$ cat config.mk
export PLATFORM = sky130hd
export DESIGN_NAME = sensor_scanner
export DESIGN_NICKNAME = d
export VERILOG_FILES = /design/src/rtl/chess_pkg.sv /design/src/rtl/square_debouncer.sv /design/src/rtl/sensor_scanner.sv
export SDC_FILE = /design/constraint.sdc
export NUM_CORES = 1
export LEC_CHECK = 0
export BUFFER_PORTS_ARGS = -buffer_cell sky130_fd_sc_hd__buf_4
export CAP_MARGIN = 30
export CORE_ASPECT_RATIO = 0.5
export CORE_UTILIZATION = 55
export DETAILED_ROUTE_END_ITERATION = 6
export GPL_TIMING_DRIVEN = 1
export PLACE_DENSITY = 0.7
export SLEW_MARGIN = 15
export SYNTH_ARGS = -nofsm -noshare
export SYNTH_HDL_FRONTEND = slang
export SYNTH_SLANG_ARGS = --single-unit
$ cat constraint.sdc
create_clock -name clk -period 2.5 [get_ports clk]
set_input_delay 0 -clock clk [delete_from_list [all_inputs] [get_ports clk]]
set_output_delay 0 -clock clk [all_outputs]
set_load 0.01 [all_outputs]
$ cat src/rtl/chess_pkg.sv
// Shared board geometry, reset occupancy and scanner FSM state encoding.
package chess_pkg;

    localparam int BOARD_ROWS    = 8;
    localparam int BOARD_COLS    = 8;
    localparam int BOARD_SQUARES = 64;

    // Standard starting position: ranks 1,2,7,8 occupied.
    localparam logic [63:0] INIT_OCCUPANCY = 64'hFFFF_0000_0000_FFFF;

    typedef enum logic [1:0] {
        S_IDLE,
        S_DRIVE,
        S_SAMPLE,
        S_UPDATE
    } scan_state_e;

endpackage

$ cat src/rtl/square_debouncer.sv
// One board square: counts consecutive frames whose raw reading disagrees
// with the debounced state and flips the state after DEBOUNCE_SCANS of them.
module square_debouncer
    import chess_pkg::*;
#(
    parameter int   DEBOUNCE_SCANS = 3,
    parameter logic INIT_STATE     = 1'b0
) (
    input  logic clk,
    input  logic rst_n,
    input  logic update_i,
    input  logic raw_i,
    output logic state_o,
    output logic flip_o
);

    localparam logic [3:0] CNT_LAST = 4'(DEBOUNCE_SCANS - 1);

    logic [3:0] cnt_q, cnt_d;
    logic       state_q, state_d;

    // Per-frame debounce decision; a reading that agrees again clears the count.
    always_comb begin
        cnt_d   = cnt_q;
        state_d = state_q;
        flip_o  = 1'b0;
        if (update_i) begin
            if (raw_i == state_q) begin
                cnt_d = '0;
            end else if (cnt_q == CNT_LAST) begin
                state_d = raw_i;
                cnt_d   = '0;
                flip_o  = 1'b1;
            end else begin
                cnt_d = cnt_q + 4'd1;
            end
        end
    end

    // Counter and debounced bit registers.
    always_ff @(posedge clk or negedge rst_n) begin
        if (!rst_n) begin
            cnt_q   <= '0;
            state_q <= INIT_STATE;
        end else begin
            cnt_q   <= cnt_d;
            state_q <= state_d;
        end
    end

    assign state_o = state_q;

endmodule

$ cat src/rtl/sensor_scanner.sv
// Hall-sensor chessboard scanner: drives one row at a time, lets it settle,
// samples the synchronised columns, then debounces the whole frame at once.
module sensor_scanner
    import chess_pkg::*;
#(
    parameter int SETTLE_CYCLES  = 100,
    parameter int DEBOUNCE_SCANS = 3
) (
    input  logic                     clk,
    input  logic                     rst_n,
    input  logic                     scan_en,
    input  logic [BOARD_COLS-1:0]    col_in,
    output logic [BOARD_ROWS-1:0]    row_drv,
    output logic [BOARD_SQUARES-1:0] sensor_state,
    output logic                     frame_done,
    output logic                     state_changed,
    output logic                     scan_busy
);

    localparam logic [15:0] SETTLE_LAST = 16'(SETTLE_CYCLES - 1);

    scan_state_e               state_q, state_d;
    logic [2:0]                r_q, r_d;
    logic [15:0]               cnt_q, cnt_d;
    logic [BOARD_COLS-1:0]     col_s1_q, col_s2_q;
    logic [BOARD_SQUARES-1:0]  raw_q;
    logic [BOARD_SQUARES-1:0]  flip;
    logic                      sample, update;
    logic                      frame_done_q, state_changed_q;

    // Two-flop synchroniser for the asynchronous column readback.
    always_ff @(posedge clk or negedge rst_n) begin
        if (!rst_n) begin
            col_s1_q <= '0;
            col_s2_q <= '0;
        end else begin
            col_s1_q <= col_in;
            col_s2_q <= col_s1_q;
        end
    end

    // Scan sequencing: settle each row, sample it, debounce after row 7.
    always_comb begin
        state_d = state_q;
        r_d     = r_q;
        cnt_d   = cnt_q;
        row_drv = '0;
        sample  = 1'b0;
        update  = 1'b0;
        case (state_q)
            S_IDLE: begin
                if (scan_en) begin
                    state_d = S_DRIVE;
                    r_d     = '0;
                    cnt_d   = '0;
                end
            end
            S_DRIVE: begin
                row_drv = 8'd1 << r_q;
                if (cnt_q == SETTLE_LAST) state_d = S_SAMPLE;
                else                      cnt_d   = cnt_q + 16'd1;
            end
            S_SAMPLE: begin
                row_drv = 8'd1 << r_q;
                sample  = 1'b1;
                if (r_q != 3'd7) begin
                    state_d = S_DRIVE;
                    r_d     = r_q + 3'd1;
                    cnt_d   = '0;
                end else begin
                    state_d = S_UPDATE;
                end
            end
            S_UPDATE: begin
                update = 1'b1;
                // A dropped scan_en only takes effect here, never mid-frame.
                if (scan_en) begin
                    state_d = S_DRIVE;
                    r_d     = '0;
                    cnt_d   = '0;
                end else begin
                    state_d = S_IDLE;
                end
            end
            default: state_d = S_IDLE;
        endcase
    end

    // FSM, row index and settle counter registers.
    always_ff @(posedge clk or negedge rst_n) begin
        if (!rst_n) begin
            state_q <= S_IDLE;
            r_q     <= '0;
            cnt_q   <= '0;
        end else begin
            state_q <= state_d;
            r_q     <= r_d;
            cnt_q   <= cnt_d;
        end
    end

    // Raw frame capture of the current row; held until the next frame overwrites it.
    always_ff @(posedge clk or negedge rst_n) begin
        if (!rst_n)      raw_q <= INIT_OCCUPANCY;
        else if (sample) raw_q[{r_q, 3'b000} +: BOARD_COLS] <= col_s2_q;
    end

    // Frame pulses register on the same edge as the debounced state.
    always_ff @(posedge clk or negedge rst_n) begin
        if (!rst_n) begin
            frame_done_q    <= 1'b0;
            state_changed_q <= 1'b0;
        end else begin
            frame_done_q    <= update;
            state_changed_q <= update & (|flip);
        end
    end

    genvar g;
    generate
        for (g = 0; g < BOARD_SQUARES; g++) begin : g_sq
            square_debouncer #(
                .DEBOUNCE_SCANS (DEBOUNCE_SCANS),
                .INIT_STATE     (INIT_OCCUPANCY[g])
            ) u_sq (
                .clk      (clk),
                .rst_n    (rst_n),
                .update_i (update),
                .raw_i    (raw_q[g]),
                .state_o  (sensor_state[g]),
                .flip_o   (flip[g])
            );
        end
    endgenerate

    assign frame_done    = frame_done_q;
    assign state_changed = state_changed_q;
    assign scan_busy     = (state_q != S_IDLE);

endmodule
==> reports/metrics.yaml <==
cells_and_area:
  multiInputGateArea_um2: 9720
  fin_util_pct: 62.0
  layout-drive-gt1-share_pct: 18.4
  final_cell_mix: "dfrtp_1, inv_1, o21ai_0, nand3_1, ha_1"
  final.fill_count: 3081
  final_common_cell: "dfrtp_1"
  layout.area.seq_um2: 10700
  nNetsFinal: 2211
  finalNonFillerCells: 2619
  flow.area_growth_from_synthesis_pct: 11.0
drt:
  drt-total-wl_mm: 43.6
  viasPerCell: 5.44
  postRouteAntennaNets: 0
  drc_errors: 0
  vias: 14200
  wl_per_cell_um: 16.7
  drtIter0Drc: 922
  dr.pass1.iters: 5
die:
  io_pins: 86
  dieArea_um2: 40400
  die_x_um: 283
  rows: 51
  core_um2: 38900
  start_util_pct: 55.9
  die_y_um: 143
clocking:
  cts_root_buf: "clkbuf_16"
  cts_made_buffers: 40
  cts_htree_levels: 2
  cts_buffer_depth: 3
  cts.sinks: 423
  clkTransAtPathRegs_ns: 0.06
  insertion_delay_ns: 0.54
  postCtsSetupBuffers: 0
  cts_tree: "done"
sta:
  period_share_pct: 89.9
  setup_tns_ns: 0
  fin_skew_ns: 0.0177
  period_needed_ns: 2.25
  tightestPinTransition_ns: 0.573
  max_clock_freq_mhz: 445
  slew_violations: 0
  rsz0062_at_grt: "false"
  hold_viol: 0
  finalHoldWorstSlack_ns: 0.0244
  slew_headroom_pct: 61.8
  setup_viol: 0
critical_path:
  rr_worst_depth: 6
  start_kind: "flop"
  cp_data_arrival_time_ns: 2.66
  endpoint: "raw_q[32]$_DFFE_PN0P_"
  rr_startpoint: "r_q[1]$_DFFE_PN0P_"
  crit_start: "r_q[1]$_DFFE_PN0P_"
  cp-end-kind: "flop"
  crit_required_ns: 2.91
  path_max_fanout: 8
  r2r_slack_ns: 0.25
  r2r-end: "raw_q[32]$_DFFE_PN0P_"
  path_class: "flop to flop"
synthesis:
  ys_warn_count: 0
  ys_seq_elements: 423
  synth_cell_types: 48
  synth_area_leader_cell: "dfrtp_1"
  avgSynthCellArea_um2: 10.9
  synth-edff-count: 0
  syn_area_um2: 21700
  syn-num-nets: 2153
  netlist_instances: 2000
  synthArstFlopShare_pct: 100
  synth_top_cell_area_share_pct: 41.3
  ys.flop_type: "dfrtp_1"
  yosysSeqAreaShare_pct: 49.0
  synth_area_leaders: "dfrtp_1, ha_1, dfstp_2"
job:
  cap_viol_max_count: 0
grt:
  grt_antenna_before_repair: 0
  grt_pass1_wl_mm: 72.0
  grt_pass1_vias: 13900
  grt_remaining_overflow: 0
  grt_use_total_pct: 22.2
  grt_max_degree: 73
hold_path:
  hold_class: "input pin to asynchronous set/reset pin"
power:
  p_per_area_nw_per_um2: 820
  vdd_ir_drop_max_mv: 0.478
  p_leak_nw: 11.5
placement:
  place_hpwl_mm: 30.8
  gp_congestion: 0.816
  numPortBuffers: 85
  dpl.cell_count: 2536
outcome:
  run_status: "finished, final reports clean"
worst max-delay path, stage by stage (launching register included):
cell,delay [ns]
dfrtp_1,0.40
inv_1,0.09
ha_1,0.21
ha_1,0.27
nor3_1,0.32
and3_1,0.45
mux2_2,0.39
sequential cells by signal, indices dropped and copies added (netlist names):
signal	cells
g_sq.u_sq.cnt_q	256
g_sq.u_sq.state_o	64
raw_q	64
cnt_q	16
col_s1_q	8
col_s2_q	8
r_q	3
state_q	2
frame_done	1
state_changed	1
cell families after synthesis:
kind of cell | Yosys count | share of synthesized area, %
AO/OA/AOI/OAI | 303 | 8.02
XOR/XNOR | 113 | 4.55
adder cells (fa/ha/maj) | 142 | 8.17
buffers and inverters | 288 | 6.31
multiplexers | 193 | 9.63
AND/OR/NAND/NOR | 538 | 14.3
flip-flops | 423 | 49.0
metal layers:
metal  GRT usage (%)  wire length (µm)
met2            34.4             19600
met3            3.41              1290
met4            5.04               698
met1            32.7             22100
met5               0                 0
cells in the mapped netlist, types with 16 or more instances:
cell / n
nand2_1: 99
nand3b_1: 65
nand3_1: 142
and3_1: 33
nor2_1: 23
xnor2_1: 41
mux2_2: 129
o31ai_1: 27
inv_1: 172
o21ai_0: 162
buf_2: 32
buf_4: 65
nand4_1: 20
clkbuf_1: 16
nor3b_1: 66
nand2b_1: 66
dfrtp_1: 359
xor2_1: 72
mux2i_1: 64
ha_1: 142
dfstp_2: 64
o22ai_1: 101
repair_timing:
action | in CTS | in global routing
hold buffers | 10 | 0
hold endpoints to repair | 378 | 0
resized for setup | 0 | 0
report_power, final:
group          internal (mW)  leakage, nW  switching [mW]
clock network           3.44        0.632            2.62
registers               7.84         5.59           0.872
logic                   2.04         5.30            2.98
total                   13.3         11.5            6.47
worst min path at each step:
stage | from | end | slack [ns] | depth (start not counted)
detailed placement | rst_n | g_sq[25].u_sq.cnt_q[3]$_DFFE_PN0P_ | -0.005 | 1
floorplan | rst_n | cnt_q[0]$_DFFE_PN0P_ | -0.30 | 0
global placement | rst_n | g_sq[25].u_sq.cnt_q[3]$_DFFE_PN0P_ | -0.005 | 1
finish | rst_n | g_sq[25].u_sq.cnt_q[3]$_DFFE_PN0P_ | 0.02 | 2
global route | rst_n | g_sq[25].u_sq.cnt_q[3]$_DFFE_PN0P_ | 0.07 | 2
CTS | rst_n | g_sq[48].u_sq.cnt_q[0]$_DFFE_PN0P_ | 0.03 | 2
layout make-up:
cell class                      instances  area share, %
Timing Repair Buffer                  132           4.81
Clock buffer                           59           4.82
Sequential cell                       423           44.2
Multi-Input combinational cell       1289           40.3
Antenna cell                            1         0.0104
Inverter                              172           2.67
Tap cell                              530           2.75
Clock inverter                         13          0.498
stage by stage:
stage / setup slack (ns) / total power [mW] / area [µm²]
after floorplan: 0.439 / 12.2 / 21700
after global placement: 0.356 / 13.7 / 22800
after detailed placement: 0.282 / 13.8 / 22800
after CTS: 0.267 / 20.0 / 24100
after global routing: 0.0855 / 21.0 / 24100
final: 0.252 / 19.8 / 24100
No activity file was read; power rests on OpenSTA's default activity.
